**src/rtl/logic_unit_pipe_if.sv**
```systemverilog
// Operand/result handshake bundle and error-status signals for logic_unit_pipe.
// The master side is the operand source plus result consumer; the slave side is the unit.
interface logic_unit_pipe_if #(
    parameter int WIDTH = 8,
    parameter int CNT_W = 8
);
    logic             in_valid;
    logic             in_ready;
    logic [WIDTH-1:0] a;
    logic [WIDTH-1:0] b;
    logic [2:0]       op;
    logic             inj_fault;
    logic             out_valid;
    logic             out_ready;
    logic [WIDTH-1:0] s;
    logic             mismatch;
    logic             err_sticky;
    logic [CNT_W-1:0] err_count;
    logic             clr_err;

    modport master (
        output in_valid, a, b, op, inj_fault, out_ready, clr_err,
        input  in_ready, out_valid, s, mismatch, err_sticky, err_count
    );

    modport slave (
        input  in_valid, a, b, op, inj_fault, out_ready, clr_err,
        output in_ready, out_valid, s, mismatch, err_sticky, err_count
    );
endinterface

```
**src/rtl/logic_unit_pipe.sv**
```systemverilog
// Two-stage bitwise gate unit: each result is computed directly and again in De Morgan
// form, and the two are compared to flag and count disagreements seen by the consumer.
module logic_unit_pipe #(
    parameter int WIDTH = 8,
    parameter int CNT_W = 8
) (
    input  logic             clk,
    input  logic             rst_n,
    logic_unit_pipe_if.slave bus
);
    localparam logic [2:0] OP_AND  = 3'd0;
    localparam logic [2:0] OP_NAND = 3'd1;
    localparam logic [2:0] OP_OR   = 3'd2;
    localparam logic [2:0] OP_NOR  = 3'd3;
    localparam logic [2:0] OP_XOR  = 3'd4;
    localparam logic [2:0] OP_XNOR = 3'd5;
    localparam logic [2:0] OP_NOT  = 3'd6;

    localparam logic [CNT_W-1:0] CNT_MAX  = {CNT_W{1'b1}};
    localparam logic [CNT_W-1:0] CNT_ONE  = CNT_W'(1);
    localparam logic [CNT_W-1:0] CNT_ZERO = {CNT_W{1'b0}};
    localparam logic [WIDTH-1:0] W_ZERO   = {WIDTH{1'b0}};

    function automatic logic [WIDTH-1:0] direct_gate(input logic [2:0] f_op,
                                                     input logic [WIDTH-1:0] f_a,
                                                     input logic [WIDTH-1:0] f_b);
        logic [WIDTH-1:0] r;
        case (f_op)
            OP_AND:  r = f_a & f_b;
            OP_NAND: r = ~(f_a & f_b);
            OP_OR:   r = f_a | f_b;
            OP_NOR:  r = ~(f_a | f_b);
            OP_XOR:  r = f_a ^ f_b;
            OP_XNOR: r = ~(f_a ^ f_b);
            OP_NOT:  r = ~f_a;
            default: r = f_a;
        endcase
        return r;
    endfunction

    function automatic logic [WIDTH-1:0] dm_or(input logic [WIDTH-1:0] f_x,
                                               input logic [WIDTH-1:0] f_y);
        return ~(~f_x & ~f_y);
    endfunction

    function automatic logic [WIDTH-1:0] dm_and(input logic [WIDTH-1:0] f_x,
                                                input logic [WIDTH-1:0] f_y);
        return ~(~f_x | ~f_y);
    endfunction

    // Built only from NOT plus OR/AND; the fault hook flips bit 0 of this path alone.
    function automatic logic [WIDTH-1:0] demorgan_gate(input logic [2:0] f_op,
                                                       input logic [WIDTH-1:0] f_a,
                                                       input logic [WIDTH-1:0] f_b,
                                                       input logic f_inj);
        logic [WIDTH-1:0] r;
        logic [WIDTH-1:0] m;
        case (f_op)
            OP_AND:  r = ~(~f_a | ~f_b);
            OP_NAND: r = ~f_a | ~f_b;
            OP_OR:   r = ~(~f_a & ~f_b);
            OP_NOR:  r = ~f_a & ~f_b;
            OP_XOR:  r = dm_or(f_a, f_b) & ~dm_and(f_a, f_b);
            OP_XNOR: r = ~(dm_or(f_a, f_b) & ~dm_and(f_a, f_b));
            OP_NOT:  r = ~f_a;
            default: r = f_a;
        endcase
        m    = W_ZERO;
        m[0] = f_inj;
        return r ^ m;
    endfunction

    logic             r_v1;
    logic [WIDTH-1:0] r_a1;
    logic [WIDTH-1:0] r_b1;
    logic [2:0]       r_op1;
    logic             r_inj1;
    logic             r_v2;
    logic [WIDTH-1:0] r_s2;
    logic             r_mis2;
    logic             r_err_sticky;
    logic [CNT_W-1:0] r_err_count;

    logic             w_en1;
    logic             w_en2;
    logic             w_in_hs;
    logic             w_out_hs;
    logic [WIDTH-1:0] w_direct;
    logic [WIDTH-1:0] w_dm;

    assign w_en2    = ~r_v2 | bus.out_ready;
    assign w_en1    = ~r_v1 | w_en2;
    assign w_in_hs  = bus.in_valid & w_en1;
    assign w_out_hs = r_v2 & bus.out_ready;
    assign w_direct = direct_gate(r_op1, r_a1, r_b1);
    assign w_dm     = demorgan_gate(r_op1, r_a1, r_b1, r_inj1);

    assign bus.in_ready   = w_en1;
    assign bus.out_valid  = r_v2;
    assign bus.s          = r_s2;
    assign bus.mismatch   = r_mis2;
    assign bus.err_sticky = r_err_sticky;
    assign bus.err_count  = r_err_count;

    // Stage 1: capture operands on an input handshake, otherwise take a bubble or hold.
    always_ff @(posedge clk or negedge rst_n) begin
        if (!rst_n) begin
            r_v1   <= 1'b0;
            r_a1   <= W_ZERO;
            r_b1   <= W_ZERO;
            r_op1  <= 3'd0;
            r_inj1 <= 1'b0;
        end else if (w_en1) begin
            r_v1 <= w_in_hs;
            if (w_in_hs) begin
                r_a1   <= bus.a;
                r_b1   <= bus.b;
                r_op1  <= bus.op;
                r_inj1 <= bus.inj_fault;
            end else begin
                r_inj1 <= 1'b0;
            end
        end else begin
            r_v1 <= r_v1;
        end
    end

    // Stage 2: register the direct result and path comparison; holds while the consumer stalls.
    always_ff @(posedge clk or negedge rst_n) begin
        if (!rst_n) begin
            r_v2   <= 1'b0;
            r_s2   <= W_ZERO;
            r_mis2 <= 1'b0;
        end else if (w_en2) begin
            r_v2 <= r_v1;
            if (r_v1) begin
                r_s2   <= w_direct;
                r_mis2 <= (w_direct != w_dm);
            end else begin
                r_mis2 <= 1'b0;
            end
        end else begin
            r_v2 <= r_v2;
        end
    end

    // Error accounting counts a mismatch once, when it is handed over; a clear takes priority.
    always_ff @(posedge clk or negedge rst_n) begin
        if (!rst_n) begin
            r_err_sticky <= 1'b0;
            r_err_count  <= CNT_ZERO;
        end else if (bus.clr_err) begin
            r_err_sticky <= 1'b0;
            r_err_count  <= CNT_ZERO;
        end else if (w_out_hs && r_mis2) begin
            r_err_sticky <= 1'b1;
            if (r_err_count != CNT_MAX) begin
                r_err_count <= r_err_count + CNT_ONE;
            end else begin
                r_err_count <= r_err_count;
            end
        end else begin
            r_err_sticky <= r_err_sticky;
        end
    end
endmodule

```
**src/flat_wrapper.sv**
```systemverilog
// flat-port wrapper written by rule: the top's interface ports become plain ports
module logic_unit_pipe_flat 
#(
    parameter int WIDTH = 8,
    parameter int CNT_W = 8
)
  (clk, rst_n, bus_in_valid, bus_a, bus_b, bus_op, bus_inj_fault, bus_out_ready, bus_clr_err, bus_in_ready, bus_out_valid, bus_s, bus_mismatch, bus_err_sticky, bus_err_count);
  logic_unit_pipe_if #(.WIDTH(WIDTH), .CNT_W(CNT_W)) bus_i ();
  input  logic clk;
  input  logic rst_n;
  input wire logic [$bits(bus_i.in_valid)-1:0] bus_in_valid;
  input wire logic [$bits(bus_i.a)-1:0] bus_a;
  input wire logic [$bits(bus_i.b)-1:0] bus_b;
  input wire logic [$bits(bus_i.op)-1:0] bus_op;
  input wire logic [$bits(bus_i.inj_fault)-1:0] bus_inj_fault;
  input wire logic [$bits(bus_i.out_ready)-1:0] bus_out_ready;
  input wire logic [$bits(bus_i.clr_err)-1:0] bus_clr_err;
  output wire logic [$bits(bus_i.in_ready)-1:0] bus_in_ready;
  output wire logic [$bits(bus_i.out_valid)-1:0] bus_out_valid;
  output wire logic [$bits(bus_i.s)-1:0] bus_s;
  output wire logic [$bits(bus_i.mismatch)-1:0] bus_mismatch;
  output wire logic [$bits(bus_i.err_sticky)-1:0] bus_err_sticky;
  output wire logic [$bits(bus_i.err_count)-1:0] bus_err_count;
  assign bus_i.in_valid = bus_in_valid;
  assign bus_i.a = bus_a;
  assign bus_i.b = bus_b;
  assign bus_i.op = bus_op;
  assign bus_i.inj_fault = bus_inj_fault;
  assign bus_i.out_ready = bus_out_ready;
  assign bus_i.clr_err = bus_clr_err;
  assign bus_in_ready = bus_i.in_ready;
  assign bus_out_valid = bus_i.out_valid;
  assign bus_s = bus_i.s;
  assign bus_mismatch = bus_i.mismatch;
  assign bus_err_sticky = bus_i.err_sticky;
  assign bus_err_count = bus_i.err_count;
  logic_unit_pipe #(.WIDTH(WIDTH), .CNT_W(CNT_W)) u_core (.clk(clk), .rst_n(rst_n), .bus(bus_i));
endmodule
```
**config.mk**
```make
export PLATFORM = sky130hd
export DESIGN_NAME = logic_unit_pipe_flat
export DESIGN_NICKNAME = d
export VERILOG_FILES = /design/src/rtl/logic_unit_pipe_if.sv /design/src/rtl/logic_unit_pipe.sv /design/src/flat_wrapper.sv
export SDC_FILE = /design/constraint.sdc
export NUM_CORES = 1
export LEC_CHECK = 0
export ABC_AREA = 1
export CORE_MARGIN = 2
export CORE_UTILIZATION = 40
export DETAILED_ROUTE_END_ITERATION = 6
export PLACE_DENSITY = 0.66
export SKIP_LAST_GASP = 1
export SYNTH_ARGS = -nofsm -noshare
export SYNTH_HDL_FRONTEND = slang
export SYNTH_SLANG_ARGS = --single-unit
```
**constraint.sdc**
```tcl
create_clock -name clk -period 1.2 [get_ports clk]
set_clock_uncertainty 0.05 [all_clocks]
set_input_delay 0.18 -clock clk [delete_from_list [all_inputs] [get_ports clk]]
set_output_delay 0.18 -clock clk [all_outputs]
set_load 0.01 [all_outputs]
```
==> flow_summary.yaml, run 1 <==
power:
  p_total_uw: 5078
  pwr-share-clk: 0.189
  p_comb_frac: 0.453
  seq_power_share: 0.358
  p_int_uw: 3219
  p_sw_frac: 0.3660
  power_switching_uw: 1858
  power-per-cell-area_mw_per_mm2: 1246
  ir_drop_v: 0.0009460
  power.leakage_uw: 0.002096
flow_run:
  maxCapViolCount: 0
critical_path:
  r2r_start: "u_core.bus.err_count[1]"
  rrSetupSlack_ns: -0.19
  endpoint_kind: "flip-flop"
  r2r-end: "u_core.bus.err_count[5]"
  r2r_cells: 8
  critPathKind: "reg -> reg"
  worstSetupStartpointType: "flip-flop"
  cp.arrival_ns: 1.52
  cp.required_ns: 1.33
  worstPathMaxFanout: 7
drt:
  wl_per_cell_um: 13.01
  vias: 2784
  drc: 0
  dr.pass1.iters: 4
  ant_nets: 0
  wl_um: 7363
  viasPerCell: 4.919
  drt-initial-drc-count: 113
finish:
  area_delta_synth_final_pct: 53.42
  multi_input_area_mm2: 0.001529
  layoutNonFillerInstCount: 566
  layout_commonest_cell: "nand2_1"
  num-nets-final: 530
  drive_gt1_frac: 0.3313
  mostFrequentLayoutCells: "nand2_1 (86), buf_4 (56), nor2_1 (51), dfrtp_1 (34), inv_1 (33)"
  fillers: 535
  seqCellArea_mm2: 0.001008
  diodes: 0
placement:
  place_hpwl_um: 4867
  gp_congestion: 0.8445
  placed_cells: 538
  place.port_buffers: 44
clock_tree:
  cts_buffers: 5
  cts_tree: "done"
  htree_num_levels: 2
  root_buffer: "clkbuf_8"
  cts.path.max_buffers: 2
  numClockSinks: 40
  clkSlewWorstSetupHoldPaths_ns: 0.08
  insertion_delay_ns: 0.30
sta:
  maxSlewHeadroom: 0.8099
  period_share: 1.157
  fmax_ghz: 0.7201
  setup_viol: 18
  report.final.slew_viol_count: 0
  timing.final.ws_setup_ns: -0.1888
  rsz0062_at_grt: "yes"
  tightest_slew_ns: 0.2845
  period_needed_ns: 1.389
  hold_viol: 0
synthesis:
  netlist_instances: 371
  synth_nets: 413
  avgSynthCellArea_um2: 7.160
  ys_seq_elements: 40
  yosysSeqAreaShare: 0.3768
  synth_area_mm2: 0.002656
  synth_warnings: 0
  synth_cell_types: 24
global_routing:
  antenna_found_initial: 0
  grt_pass1_wl_um: 11830
  track_usage: 0.2022
  grt_max_degree: 41
  grt_pass1_vias: 2736
  gr-total-overflow: 0
floorplan:
  die_w_um: 85.49
  num_rows: 29
  start_util: 0.4159
  die-area_mm2: 0.007309
  die-height_um: 85.49
  core-area_mm2: 0.006386
  io_pins: 45
worst_hold_path:
  hp-class: "in -> async"
run_status:
  violations: "negative setup slack"
  status: "complete, but fails checks"
-- timing repair --
item                       4_1_cts  5_1_grt
pin swaps                       22       21
hold endpoints to repair        40        0
buffers inserted                 8        8
resized for setup              101       40
cloned                           2        1
setup endpoints to repair       49       29
hold buffers                     1        0
-- synthesized netlist by cell type, drive strengths merged --
cell / instances / area share
nand2: 95 / 0.14
nor2: 62 / 0.098
inv: 50 / 0.072
dfrtp: 40 / 0.38
nand3: 40 / 0.079
a21oi: 29 / 0.055
ha: 17 / 0.080
buf: 14 / 0.046
o21ai: 14 / 0.026
nand4: 7 / 0.019
clkbuf: 1 / 0.0052
or2: 1 / 0.0024
xor2: 1 / 0.0033
-- power by group through the flow --
| stage | sequential (µW) | clock (µW) | combinational (µW) |
|---|---|---|---|
| CTS | 1810 | 985 | 2150 |
| detailed placement | 1820 | 0 | 2060 |
| global route | 1850 | 1060 | 2550 |
| floorplan | 1830 | 0 | 1040 |
| global placement | 1820 | 0 | 2020 |
| finish | 1820 | 958 | 2300 |
-- final cells by class --
class	count	area share
inverter	50	0.04851
multi-input combinational	268	0.3752
tap	77	0.02364
clock buffer	6	0.02026
sequential	40	0.2475
clock inverter	2	0.002456
timing repair buffer	123	0.2825
-- registers in the layout, summed over array words and instances, names as in the netlist --
name	cells
u_core.bus.err_count	8
u_core.bus.err_sticky	1
u_core.bus.mismatch	1
u_core.bus.out_valid	1
u_core.bus.s	8
u_core.r_a1	8
u_core.r_b1	8
u_core.r_inj1	1
u_core.r_op1	3
u_core.r_v1	1
-- critical path: stages, from the launching register on --
cell     delay (ns)
dfrtp_1        0.40
buf_6          0.13
ha_4           0.16
nand2_4        0.09
inv_4          0.05
nand4_4        0.10
nand2_4        0.11
nand2_2        0.10
o21ai_1        0.08
-- worst max-delay path by stage --
stage	slack [ns]	end	cells past startpoint	from
5_1_grt	-0.24	u_core.bus.s[1]	8	u_core.r_op1[0]
4_1_cts	-0.09	u_core.bus.s[7]	8	u_core.r_op1[0]
3_5_place_dp	-0.38	bus_in_ready	4	bus_out_ready
6_report	-0.19	u_core.bus.err_count[5]	8	u_core.bus.err_count[1]
2_1_floorplan	-0.09	u_core.bus.err_count[0]	7	u_core.bus.err_count[1]
3_3_place_gp	-0.37	bus_in_ready	4	bus_out_ready
-- cells by family (layout without fill, tap and decap cells) --
family | count (synthesis) | count (layout) | synth area share
AND/OR/NAND/NOR | 205 | 207 | 0.3363
buffers and inverters | 65 | 181 | 0.1225
AO/OA/AOI/OAI | 43 | 43 | 0.08102
flip-flops | 40 | 40 | 0.3768
adder cells (fa/ha/maj) | 17 | 17 | 0.08007
XOR/XNOR | 1 | 1 | 0.003298
-- routing by layer --
| layer | vias up | part of all wire | track usage |
|---|---|---|---|
| met4 | 0 | 0.017 | 0.06494 |
| met3 | 11 | 0.039 | 0.04139 |
| met2 | 55 | 0.51 | 0.3587 |
| li1 | 1401 | - | - |
| met1 | 1317 | 0.44 | 0.2453 |
| met5 | - | 0 | 0 |
-- metrics by stage --
stage	setup TNS (ns)	util	area [µm²]	setup slack, ns	hold WS, ns
global placement	-9.597	0.5631	3596	-0.3714	0.1176
global route	-3.344	0.6381	4075	-0.2373	0.3507
floorplan	-0.6300	-	2671	-0.09334	-0.1656
finish	-2.078	0.6381	4075	-0.1888	0.3140
CTS	-1.315	0.6121	3909	-0.09076	0.3421
detailed placement	-10.64	0.5631	3596	-0.3798	0.1227
No activity file was read; power rests on OpenSTA's default activity.
==> inputs of run 2 (changes only) <==
- CELL_PAD_IN_SITES_DETAIL_PLACEMENT: unset -> 0
- CELL_PAD_IN_SITES_GLOBAL_PLACEMENT: unset -> 1
- CORE_UTILIZATION: 40 -> 35
- PLACE_DENSITY: 0.66 -> 0.78
- SETUP_SLACK_MARGIN: unset -> 0.3
- SKIP_CTS_REPAIR_TIMING: unset -> 1
==> run 2 against run 1 <==
  * The run still ends with negative setup slack left
  * Sequential cell count did not move
  * Cell count grew 4.6%
  * Global-route usage is 3.4 points lower
  * Sequential share of layout area shrank 1.9 points
  * Register-to-register slack about the same
  * Sequential power about the same
  * Count of clock-buffer cells in the layout did not move
  * Worst setup slack improved by 0.0042 ns
  * Cell area rose by 8.2%
  * Critical endpoint is now u_core.bus.s[7]
  * Largest power group unchanged
  * Highest routed layer unchanged
==> flow_summary.yaml, run 2 (same netlist as run 1, synthesis figures left out) <==
placement:
  place_ws_ns: -0.4114
  gp_congestion: 0.7881
  placed_cells: 556
  place.port_buffers: 44
  place_hpwl_um: 4629
sta:
  timing.final.ws_setup_ns: -0.1846
  hold_viol: 0
  tightest_slew_ns: 0.2375
  rsz0062_at_grt: "yes"
  fin_hold_ws_ns: 0.1794
  maxSlewHeadroom: 0.8417
  fmax_ghz: 0.7222
  report.final.slew_viol_count: 0
  setup_viol: 38
  period_share: 1.154
  period_needed_ns: 1.385
critical_path:
  r2r_cells: 9
  worstSetupStartpointType: "flip-flop"
  endpoint_kind: "flip-flop"
  cp_slowest_cell: "dfrtp_2"
  cp.arrival_ns: 1.57
  slowest_delay_ns: 0.50
  worst_path_most_repeated_cell: "nand2_1"
  critPathKind: "reg -> reg"
  cp.required_ns: 1.38
  r2r_start: "u_core.r_op1[1]"
  crit_family: "flip-flops"
  worstSetupStartpoint: "u_core.r_op1[1]"
  r2r-end: "u_core.bus.s[7]"
  cp_num_buf_inv: 2
  rrSetupSlack_ns: -0.18
  worstPathMaxFanout: 6
  crit_chain: "buf_6 -> nor2_4 -> buf_6 -> nand3_1 -> nand2_1 -> nor2_1 -> nand2_1 -> nand2_1 -> nand2_1"
global_routing:
  gr-total-overflow: 0
  grt_pass1_vias: 2455
  track_usage: 0.1682
  antenna_found_initial: 0
  grt_max_degree: 41
  grt_pass1_wl_um: 11450
drt:
  ant_nets: 0
  wl_um: 7368
  drc: 0
  dr.pass1.iters: 4
  wl_per_cell_um: 12.45
  drt-initial-drc-count: 131
  vias: 2745
  viasPerCell: 4.637
floorplan:
  core-area_mm2: 0.007292
  num_rows: 31
  die-area_mm2: 0.008302
  io_pins: 45
  start_util: 0.3643
  die-height_um: 91.12
  die_w_um: 91.12
finish:
  area_delta_synth_final_pct: 66.04
  layoutNonFillerInstCount: 592
  mostFrequentLayoutCells: "nand2_1 (77), buf_4 (64), inv_1 (36), dfrtp_1 (34), nor2_1 (33)"
  num-nets-final: 534
  drive_gt1_frac: 0.4320
  diodes: 0
  layout_commonest_cell: "nand2_1"
  fin_util: 0.6048
run_status:
  status: "complete, but fails checks"
  violations: "negative setup slack"
flow_run:
  maxCapViolCount: 0
clock_tree:
  numClockSinks: 40
  root_buffer: "clkbuf_8"
  clkSlewWorstSetupHoldPaths_ns: 0.08
  insertion_delay_ns: 0.29
  cts_tree: "done"
  cts_buffers: 5
  htree_num_levels: 2
  cts.path.max_buffers: 2
worst_hold_path:
  hold_start: "bus_out_ready"
  holdPathStages: 4
  hp-class: "in -> reg"
  hold_end: "u_core.bus.mismatch"
power:
  power.leakage_uw: 0.002257
  ir_drop_v: 0.0005980
  power-per-cell-area_mw_per_mm2: 1245
[run 2: changes by cell type in the layout (fill, tap and decap cells not counted), moves of 6 or more]
cell / before / now
a21oi_1: 29 / 12
a21oi_2: 0 / 16
buf_4: 56 / 64
nor2_1: 51 / 33
clkbuf_2: 4 / 11
nor2_4: 6 / 23
clkdlybuf4s15_1: 8 / 0
nand2_1: 86 / 77
nand2_2: 6 / 12
[run 2: per-layer routing]
layer / track usage / wire [µm] / up-vias
met1: 0.2443 / 3674 / 1266
li1: - / - / 1417
met2: 0.2617 / 3341 / 56
met3: 0.02822 / 280 / 6
met4: 0.03914 / 72 / 0
met5: 0 / 0 / -
[run 2: how the worst max path moves through the flow]
stage	end	slack [ns]	depth (start not counted)
floorplan	u_core.bus.err_count[0]	-0.09	7
global placement	bus_in_ready	-0.41	4
detailed placement	bus_in_ready	-0.41	4
CTS	bus_in_ready	-0.41	4
global route	u_core.bus.s[2]	-0.27	9
finish	u_core.bus.s[7]	-0.18	9
[run 2: report_power, final]
group / leakage [µW] / switching [µW] / total (µW) / internal [µW]
sequential: 0.000476 / 192 / 1790 / 1600
combinational: 0.00172 / 1260 / 2510 / 1240
clock: 0.0000614 / 508 / 1190 / 681
total: 0.00226 / 1960 / 5490 / 3530
[run 2: final cells by class]
cell class / count / area [µm²]
timing repair buffer: 128 / 1177
tap: 99 / 123.9
fill: 686 / 2882
clock buffer: 6 / 82.58
inverter: 50 / 192.7
multi-input combinational: 267 / 1787
sequential: 40 / 1008
clock inverter: 2 / 38.79
[run 2: stage by stage]
| stage | cell area [µm²] | total power (µW) | setup TNS, ns |
|---|---|---|---|
| floorplan | 2796 | 2974 | -0.6331 |
| global placement | 3657 | 3876 | -10.27 |
| detailed placement | 3657 | 3897 | -10.87 |
| CTS | 3779 | 5122 | -9.394 |
| global route | 4410 | 5899 | -5.369 |
| finish | 4410 | 5492 | -2.610 |
[run 2: worst register-to-register path, stage by stage (launching register included)]
cell,delay [ns]
dfrtp_2,0.50
buf_6,0.16
nor2_4,0.17
buf_6,0.13
nand3_1,0.06
nand2_1,0.06
nor2_1,0.04
nand2_1,0.06
nand2_1,0.05
nand2_1,0.06
